<file path="config.mk">
export PLATFORM = sky130hd
export DESIGN_NAME = muldiv_unit
export DESIGN_NICKNAME = d
export VERILOG_FILES = /design/src/rtl/muldiv_pkg.sv /design/src/rtl/muldiv_negate.sv /design/src/rtl/muldiv_unit.sv
export SDC_FILE = /design/constraint.sdc
export NUM_CORES = 1
export LEC_CHECK = 0
export ABC_AREA = 1
export CAP_MARGIN = 10
export CORE_ASPECT_RATIO = 2
export CORE_MARGIN = 3
export CORE_UTILIZATION = 30
export CTS_CLUSTER_SIZE = 20
export DETAILED_ROUTE_END_ITERATION = 8
export DONT_BUFFER_PORTS = 1
export PLACE_DENSITY = 0.44
export SLEW_MARGIN = 20
export SYNTH_ARGS = -nofsm -noshare
export SYNTH_HDL_FRONTEND = slang
export SYNTH_SLANG_ARGS = --single-unit
</file>
<file path="constraint.sdc">
create_clock -name clk -period 2.52 [get_ports clk]
set_input_delay 0.378 -clock clk [delete_from_list [all_inputs] [get_ports clk]]
set_output_delay 0.378 -clock clk [all_outputs]
set_load 0.05 [all_outputs]
</file>
<file path="src/rtl/muldiv_pkg.sv">
// Shared types for the iterative RV32M multiply/divide unit.
// Operation encoding follows funct3; FSM states and op helpers.
package muldiv_pkg;

  typedef enum logic [2:0] {
    MD_MUL    = 3'd0,
    MD_MULH   = 3'd1,
    MD_MULHSU = 3'd2,
    MD_MULHU  = 3'd3,
    MD_DIV    = 3'd4,
    MD_DIVU   = 3'd5,
    MD_REM    = 3'd6,
    MD_REMU   = 3'd7
  } md_op_t;

  typedef enum logic [1:0] {
    IDLE = 2'd0,
    CALC = 2'd1,
    FIX  = 2'd2,
    DONE = 2'd3
  } md_state_t;

  function automatic logic md_op_is_div(md_op_t op);
    return op[2];
  endfunction

  function automatic logic md_op_is_rem(md_op_t op);
    return op[2] & op[1];
  endfunction

  // rs1 is signed for MULH, MULHSU, DIV, REM
  function automatic logic md_signed_a(md_op_t op);
    return (op == MD_MULH) || (op == MD_MULHSU) ||
           (op == MD_DIV)  || (op == MD_REM);
  endfunction

  // rs2 is signed for MULH, DIV, REM
  function automatic logic md_signed_b(md_op_t op);
    return (op == MD_MULH) || (op == MD_DIV) ||
           (op == MD_REM);
  endfunction

endpackage

</file>
<file path="src/rtl/muldiv_negate.sv">
// Conditional two's-complement negator.
// Ports: neg selects negation, din operand, dout result.
module muldiv_negate #(
  parameter int WIDTH = 32
) (
  input  logic             neg,
  input  logic [WIDTH-1:0] din,
  output logic [WIDTH-1:0] dout
);

  assign dout = neg ? (~din + WIDTH'(1)) : din;

endmodule

</file>
<file path="src/rtl/muldiv_unit.sv">
// Iterative RV32M mul/div unit, fixed WIDTH+2 cycle latency.
// Ports: clk, rst, start, op, SrcA, ALUop2, kill -> busy, done, result.
module muldiv_unit
  import muldiv_pkg::*;
#(
  parameter int WIDTH = 32
) (
  input  logic             clk,
  input  logic             rst,
  input  logic             start,
  input  md_op_t           op,
  input  logic [WIDTH-1:0] SrcA,
  input  logic [WIDTH-1:0] ALUop2,
  input  logic             kill,
  output logic             busy,
  output logic             done,
  output logic [WIDTH-1:0] result
);

  localparam int CW = $clog2(WIDTH);

  md_state_t        state;
  md_state_t        state_n;
  logic [CW-1:0]    cnt;
  md_op_t           op_q;
  logic             neg_a;
  logic             neg_b;
  logic             b_zero;
  logic [WIDTH-1:0] mcand;
  logic [2*WIDTH-1:0] acc;

  logic             accept;
  logic             sa;
  logic             sb;
  logic [WIDTH-1:0] a_mag;
  logic [WIDTH-1:0] b_mag;

  logic [WIDTH-1:0] hi;
  logic [WIDTH-1:0] lo;
  logic [WIDTH:0]   mul_sum;
  logic [WIDTH:0]   shifted;
  logic [WIDTH:0]   diff;
  logic [2*WIDTH-1:0] mul_next;
  logic [2*WIDTH-1:0] div_next;

  logic             fix_neg;
  logic [2*WIDTH-1:0] fix_in;
  logic [2*WIDTH-1:0] fix_out;
  logic [WIDTH-1:0] fix_val;
  logic             sel_mul_lo;
  logic             sel_mul_hi;
  logic             sel_rem;
  logic             sel_quo;

  assign busy = (state == CALC) || (state == FIX);
  assign done = (state == DONE);

  // start only counts in IDLE/DONE; kill in that cycle suppresses it
  assign accept = start && !kill &&
                  ((state == IDLE) || (state == DONE));

  assign sa = md_signed_a(op) & SrcA[WIDTH-1];
  assign sb = md_signed_b(op) & ALUop2[WIDTH-1];

  muldiv_negate #(.WIDTH(WIDTH)) u_neg_a (
    .neg  (sa),
    .din  (SrcA),
    .dout (a_mag)
  );

  muldiv_negate #(.WIDTH(WIDTH)) u_neg_b (
    .neg  (sb),
    .din  (ALUop2),
    .dout (b_mag)
  );

  // acc = {hi, lo}: multiply keeps partial product in hi and
  // shifts the multiplier out of lo; divide keeps the partial
  // remainder in hi and shifts quotient bits into lo.
  assign hi = acc[2*WIDTH-1:WIDTH];
  assign lo = acc[WIDTH-1:0];

  assign mul_sum  = {1'b0, hi} +
                    {1'b0, (lo[0] ? mcand : '0)};
  assign mul_next = {mul_sum, lo[WIDTH-1:1]};

  assign shifted  = {hi, lo[WIDTH-1]};
  assign diff     = shifted - {1'b0, mcand};
  assign div_next = diff[WIDTH] ?
    {shifted[WIDTH-1:0], lo[WIDTH-2:0], 1'b0} :
    {diff[WIDTH-1:0],    lo[WIDTH-2:0], 1'b1};

  always_ff @(posedge clk) begin
    if (rst) state <= IDLE;
    else     state <= state_n;
  end

  always_comb begin
    state_n = state;
    unique case (state)
      IDLE: if (accept) state_n = CALC;
      CALC: begin
        if (kill)
          state_n = IDLE;
        else if (cnt == CW'(WIDTH-1))
          state_n = FIX;
      end
      FIX:  state_n = kill ? IDLE : DONE;
      DONE: state_n = accept ? CALC : IDLE;
      default: state_n = IDLE;
    endcase
  end

  // remainder sign follows the dividend; others use the xor
  assign fix_neg = md_op_is_rem(op_q) ? neg_a
                                      : (neg_a ^ neg_b);

  assign fix_in = !md_op_is_div(op_q) ? acc :
                  md_op_is_rem(op_q)  ? {{WIDTH{1'b0}}, hi} :
                                        {{WIDTH{1'b0}}, lo};

  muldiv_negate #(.WIDTH(2*WIDTH)) u_neg_fix (
    .neg  (fix_neg),
    .din  (fix_in),
    .dout (fix_out)
  );

  assign sel_mul_lo = (op_q == MD_MUL);
  assign sel_mul_hi = !md_op_is_div(op_q) && !sel_mul_lo;
  assign sel_rem    = md_op_is_rem(op_q);
  assign sel_quo    = md_op_is_div(op_q) && !sel_rem;

  // Overflow (min / -1) falls out of the unsigned divide naturally.
  // Divide by zero yields an all-ones raw quotient, which the sign
  // fix would corrupt, so it is forced here; the remainder already
  // re-signs back to the original dividend.
  always_comb begin
    fix_val = '0;
    unique case (1'b1)
      sel_mul_lo: fix_val = fix_out[WIDTH-1:0];
      sel_mul_hi: fix_val = fix_out[2*WIDTH-1:WIDTH];
      sel_rem:    fix_val = fix_out[WIDTH-1:0];
      sel_quo:    fix_val = b_zero ? '1 : fix_out[WIDTH-1:0];
      default:    fix_val = '0;
    endcase
  end

  always_ff @(posedge clk) begin
    if (rst) begin
      cnt    <= '0;
      op_q   <= MD_MUL;
      neg_a  <= 1'b0;
      neg_b  <= 1'b0;
      b_zero <= 1'b0;
      mcand  <= '0;
      acc    <= '0;
      result <= '0;
    end else begin
      if (accept) begin
        cnt    <= '0;
        op_q   <= op;
        neg_a  <= sa;
        neg_b  <= sb;
        b_zero <= (ALUop2 == '0);
        mcand  <= b_mag;
        acc    <= {{WIDTH{1'b0}}, a_mag};
      end else if (state == CALC) begin
        cnt <= cnt + CW'(1);
        acc <= md_op_is_div(op_q) ? div_next : mul_next;
      end
      if ((state == FIX) && !kill)
        result <= fix_val;
    end
  end

endmodule
</file>
After elaboration in Yosys (flattened, before gate mapping)
Cells that the tools add are included.
{"block": "word_totals", "output_inout_bits": 34, "ff_bits": 141, "romBits": 0, "latchBits": 0, "elab_cells": 75, "n_memories": 0, "in_bits": 71, "ramBits": 0}
{"block": "op_classes", "n_eq_ne": 10, "div": 0, "add_sub_neg": 6, "n_shift": 0, "bitwise_logic": 7, "mux": 19, "n_lt_le_gt_ge": 0, "multipliers": 0, "n_reduce_logical": 23}
{"operator": "64-bit 2-to-1 mux", "n": 4}
{"operator": "32-bit 2-to-1 mux", "n": 7}
{"operator": "32-bit one-hot mux with 3 select lines", "n": 1}
{"operator": "32-bit by 1-bit adder with 32-bit output (second input constant)", "n": 2}
{"operator": "64-bit by 1-bit adder with 64-bit output (second input constant)", "n": 1}
{"operator": "32-bit inverter", "n": 2}
{"operator": "64-bit inverter", "n": 1}
{"operator": "32-bit by 32-bit adder with 33-bit output", "n": 1}
{"operator": "33-bit by 32-bit subtractor with 33-bit output", "n": 1}
{"operator": "32-bit zero test", "n": 1}
{"operator": "2-bit 2-to-1 mux", "n": 4}
{"operator": "2-bit one-hot mux with 4 select lines", "n": 1}
{"operator": "1-bit logical OR", "n": 7}
{"operator": "3-bit equality test (second input constant)", "n": 2}
{"operator": "5-bit by 1-bit adder with 5-bit output (second input constant)", "n": 1}
{"operator": "5-bit equality test (second input constant)", "n": 1}
{"operator": "1-bit logical AND", "n": 5}
{"operator": "2-bit equality test (second input constant)", "n": 2}
{"operator": "1-bit zero test", "n": 4}
{"operator": "2-bit OR reduction", "n": 2}
{"operator": "1-bit bitwise AND", "n": 3}
{"operator": "3-bit by 1-bit equality test with 1-bit output (second input constant)", "n": 1}
{"operator": "3-bit by 2-bit equality test with 1-bit output (second input constant)", "n": 1}
{"operator": "3-bit zero test", "n": 1}
{"operator": "8 further kinds", "n": 9}

Longest topological paths before layout
{"block": "logic_depth", "depth_word": 8, "depth_mapped": 19, "mapped_depth_nobuf": 17}

Modules after synthesis
Synthesis repeated with hierarchy kept, for this count alone.
{"block": "hier_totals", "cells_unflattened": 3135, "hier_area_um2": 17184.0}
{"mod": "muldiv_unit", "area_each_um2": 12500.7, "cells_per_inst": 2183, "instances": 1, "seq_area_each_um2": 2822.7}
{"mod": "muldiv_negate (u_neg_fix)", "area_each_um2": 2466.1, "cells_per_inst": 498, "instances": 1, "seq_area_each_um2": 0.0}
{"mod": "muldiv_negate (u_neg_a ...)", "area_each_um2": 1108.6, "cells_per_inst": 227, "instances": 2, "seq_area_each_um2": 0.0}

Worst setup path before layout
Ideal clock, no wire load.
{"block": "synth_path", "kind": "reg2reg", "start": "register acc[0]", "end": "register acc[61]", "required_ns": 2.450, "synth_period_minus_slack_ns": 2.614, "stages_incl_launch_ff": 19, "arrival_time_ns": 2.544, "path_slack_ns": -0.094, "setup_time_ns": 0.070, "path_buffers": 2, "cell_sequence": "dfxtp_1 clkbuf_1 clkbuf_1 nand2_1 inv_1 ha_1 fa_1 inv_1 o21ai_0 nand3_1 nand2_1 nand2_1 nand2_1 nand2_1 nand3_1 nand2_1 o21ai_0 inv_1 a21oi_1"}
{"block": "synth_via", "elab_chain_len": 3}
{"element": "from (decl)", "line_no": "muldiv_unit.sv:30", "text": "logic [2*WIDTH-1:0] acc;"}
{"element": "from (signal assigned)", "line_no": "muldiv_unit.sv:166", "text": "acc <= {{WIDTH{1'b0}}, a_mag};"}
{"element": "from (signal assigned)", "line_no": "muldiv_unit.sv:169", "text": "acc <= md_op_is_div(op_q) ? div_next : mul_next;"}
{"element": "32-bit 2-to-1 mux", "line_no": "muldiv_unit.sv:84", "text": "{1'b0, (lo[0] ? mcand : '0)};"}
{"element": "32-bit by 32-bit adder with 33-bit output", "line_no": "muldiv_unit.sv:83", "text": "assign mul_sum = {1'b0, hi} +"}
{"element": "64-bit 2-to-1 mux", "line_no": "muldiv_unit.sv:169"}
Every way passes these cells.
A chain may end at the register's enable or synchronous reset.

Worst setup path after layout
{"block": "layout_path", "start": "register op_q[2]", "end": "register result[12]"}
{"block": "layout_via", "elab_chain_len": 8, "word_cells_on_any_way": 16, "classes_between": "add/sub (1); mux (6); bitwise (2); reduce/logical (7)"}
{"element": "from (decl)", "line_no": "muldiv_unit.sv:25", "text": "md_op_t op_q;"}
{"element": "from (signal assigned)", "line_no": "muldiv_unit.sv:161", "text": "op_q <= op;"}
{"element": "1-bit bitwise AND", "line_no": "muldiv_pkg.sv:28", "text": "return op[2] & op[1];"}
{"element": "32-bit 2-to-1 mux", "line_no": "muldiv_unit.sv:119", "text": "md_op_is_rem(op_q) ? {{WIDTH{1'b0}}, hi} :"}
{"element": "64-bit 2-to-1 mux", "line_no": "muldiv_unit.sv:118", "text": "assign fix_in = !md_op_is_div(op_q) ? acc :"}
{"element": "64-bit inverter", "line_no": "muldiv_negate.sv:11", "text": "assign dout = neg ? (~din + WIDTH'(1)) : din;"}
{"element": "64-bit by 1-bit adder with 64-bit output", "line_no": "muldiv_negate.sv:11"}
{"element": "64-bit 2-to-1 mux", "line_no": "muldiv_negate.sv:11"}
{"element": "32-bit 2-to-1 mux", "line_no": "muldiv_unit.sv:143", "text": "sel_quo: fix_val = b_zero ? '1 : fix_out[WIDTH-1:0];"}
{"element": "32-bit one-hot mux with 3 select lines (*)", "line_no": "muldiv_unit.sv:139", "text": "unique case (1'b1)"}
{"element": "to (signal assigned)", "line_no": "muldiv_unit.sv:172", "text": "result <= fix_val;"}
{"element": "to (decl)", "line_no": "muldiv_unit.sv:17", "text": "output logic [WIDTH-1:0] result"}
Mark *: on every way between the ends. The rest lies on a longest branch, timed or not.

==> summary.txt <==
Floorplanning
  – Initial Utilization: 30.4%
  – IO Pins: 105
  – Chip Height: 328 um
  – Row count: 117
  – Die width: 167 um
  – Core ar.: 0.0511 mm^2
  – Die Area: 0.0547 mm^2

Logic synthesis
  – Syn nets: 2938
  – Register area share after synthesis: 18.2%
  – Ys Warns: 0
  – Distinct cell type count after synthesis: 54
  – Number of synthesized flops with an enable pin: 0
  – Post-Synthesis Cells: 2791
  – Post-synth top flop: dfxtp_1
  – Seq cells post-synth: 141
  – Post-synth top area share: 18.9%
  – Synth area leader: nand2_1
  – Avg Inst Size Synth: 5.57 um^2
  – Ys async rst share: 0%
  – Synth area leaders: nand2_1 (19%), dfxtp_1 (18%), o21ai_0 (9.3%)
  – Cell area after synthesis: 0.0155 mm^2

Pwr
  – Power density over cell area: 1370 mW/mm^2
  – Cell leakage power: 10.8 nW
  – VDD IR max: 0.000740 V

STA
  – Tmin final: 2.52 ns
  – RSZ-0062 raised after global routing: true
  – TNS Setup: 0 ns
  – Final setup violation count: 0
  – Actual slew at the worst max-slew pin: 0.654 ns
  – Fin. Hold Viols: 0
  – Slew Limit Fails: 0
  – Period utilisation layout: 99.9%
  – Rel. slew slack: 56.3%
  – Peak Freq: 397 MHz
  – Worst Skew: 0.0150 ns
  – Setup ws final: 0.00330 ns

Layout
  – Final Util: 43.8%
  – Final instance area: 0.0224 mm^2
  – Proportion of layout cells with a drive suffix above 1: 29.4%
  – Fin cells: 3871
  – # fillers: 5597
  – Area grow syn2layout: 43.9%
  – Final nets: 3349

Worst setup path
  – CP arrival: 2.86 ns
  – Setup Crit Path Kind: reg2reg
  – Crit path max fanout: 7
  – Required @ worst endpoint: 2.87 ns
  – Worst setup EP type: register
  – Type of origin of the critical path: register

Job
  – Number of max-cap violations: 0

Global routing
  – Vias in the first global route: 20700
  – Largest net degree at the start of global routing: 74
  – Met1 Track Usage GR: 28.0%
  – GR Layer Usage met3: 3.43%
  – Total grt overflow: 0
  – Global-route wire length before repair: 126 mm
  – Busiest grt layer: met2
  – Tot GR Track Use: 30.6%
  – Grt met2 use: 60.0%
  – Initial antenna violation count: 1

Place
  – Port Buffer Count: 0
  – Gpl congestion: 1.03
  – Placed insts: 3807
  – HPWL after detailed placement: 70.4 mm
  – Setup WS pre-CTS: -0.328 ns
  – Post-DP Area: 0.0196 mm^2

Route
  – Residual DRC: 0
  – Vias: 20300
  – Wire per inst: 22.6 um
  – Post-DRT Antenna Nets: 0
  – 1st-iter DRT viols: 1298
  – Vias per cell: 5.25
  – Drt total wl: 87.3 mm
  – DR pass1 iterations: 5

Hold path
  – Hold Path Class: in2reg

Clocking
  – Root Buffer: clkbuf_16
  – Later-pin clock latency in the skew report: 0.47 ns
  – Clock-pin slew on the worst setup and hold paths: 0.07 ns
  – H-tree depth: 4
  – Clock sinks: 141
  – CTS tree: yes
  – Num CTS Buffers: 17
  – CTS max path bufs: 2

Status
  – Status: completed
-- cell families (layout without fill, tap and decap cells) --
group                      Yosys count  count (layout)  synth area share, %
AOI/OAI and AO/OA                  636             636                 22.0
xor gates and xnor gates            47              47                 2.70
adders and majority gates           76              76                 6.22
buffers and inverters              475             899                 12.1
DFF                                141             141                 18.2
other                                0               2                    0
and+or+nand+nor                   1416            1416                 38.8
-- stage by stage --
stage | hold WS, ns | power, mW
finish | 0.0561 | 30.5
global route | 0.0393 | 32.6
CTS | 0.0285 | 28.5
detailed placement | 0.461 | 24.4
global placement | 0.442 | 24.4
floorplan | 0.429 | 14.5
-- sequential cells by signal, summed over array words and instances (netlist names) --
signal  count
acc        64
mcand      32
result     32
cnt         5
op_q        3
state       2
b_zero      1
neg_a       1
neg_b       1
-- cells in the mapped netlist, types with 8 or more instances --
cell / instances
nor3_1: 46
buf_1: 11
nand2_1: 781
nand3_1: 232
a221oi_1: 9
o21ai_1: 18
inv_1: 361
buf_2: 22
xnor2_1: 13
o22ai_1: 16
nor2_1: 255
a21o_1: 9
dfxtp_1: 141
nand4_1: 31
a31oi_1: 16
buf_6: 8
nand2_2: 15
xor2_1: 33
o21ai_0: 290
ha_1: 74
nand3b_1: 12
inv_2: 8
nor2_4: 11
clkbuf_1: 61
nor2_2: 10
a21oi_1: 237
-- layout by cell type, fill, tap and decap left out, drive strengths merged, types with 16 or more instances in the layout --
master  Yosys  layout
nand2     799     799
buf        43     493
inv       369     373
o21ai     316     316
nor2      276     276
a21oi     238     238
nand3     235     235
dfxtp     141     141
ha         74      74
nor3       47      47
xor2       34      34
nand4      32      32
clkbuf     61      25
o22ai      16      16
a31oi      16      16
-- final timing paths --
path              startpoint          to  slack, ns  depth (start not counted)
setup reg to reg     op_q[2]  result[12]      0.003                         15
hold / removal         op[1]     op_q[1]       0.06                          1
hold reg to reg       cnt[4]      cnt[4]       0.49                          2
setup / recovery     op_q[2]  result[12]      0.003                         15
-- layout make-up --
type | count | area, um^2 | area share (%)
inverter | 371 | 1400 | 6.25
multi-input combinational | 2175 | 12500 | 56.0
timing repair buffer | 496 | 4140 | 18.5
clock buffer | 22 | 474 | 2.12
tap | 654 | 818 | 3.66
sequential | 141 | 2860 | 12.8
antenna | 2 | 5.00 | 0.0224
clock inverter | 10 | 150 | 0.672
-- metal layers --
layer	wire length (um)	part of all wire [%]	up-vias
met5	0	0	-
met4	8670	9.9	0
met3	2920	3.3	262
met2	47100	54	578
met1	28600	33	9497
li1	-	-	9979
-- critical path, stage by stage (launching register included) --
cell and delay [ns]:
dfxtp_4 0.42, nand2_8 0.10, buf_12 0.15, nand2_1 0.18, nand2_1 0.12, buf_4 0.18
inv_1 0.07, nand2_1 0.09, nor2_1 0.16, nand3_1 0.17, o21ai_2 0.20, inv_2 0.11
o21ai_0 0.17, nand2_1 0.14, nand2_1 0.10, a21oi_2 0.05
-- power breakdown --
group / switching [mW] / internal, mW
combinational: 14.6 / 9.16
sequential: 1.01 / 2.82
clock: 1.23 / 1.66
-- repair_timing --
action,in CTS,in global routing
cloned,2,4
buffers inserted,5,19
gates resized for setup,167,312
hold endpoints to repair,32,0
setup endpoints to repair,59,63
hold buffers,1,0
pin swaps,25,81
No activity file was read; power rests on OpenSTA's default activity.
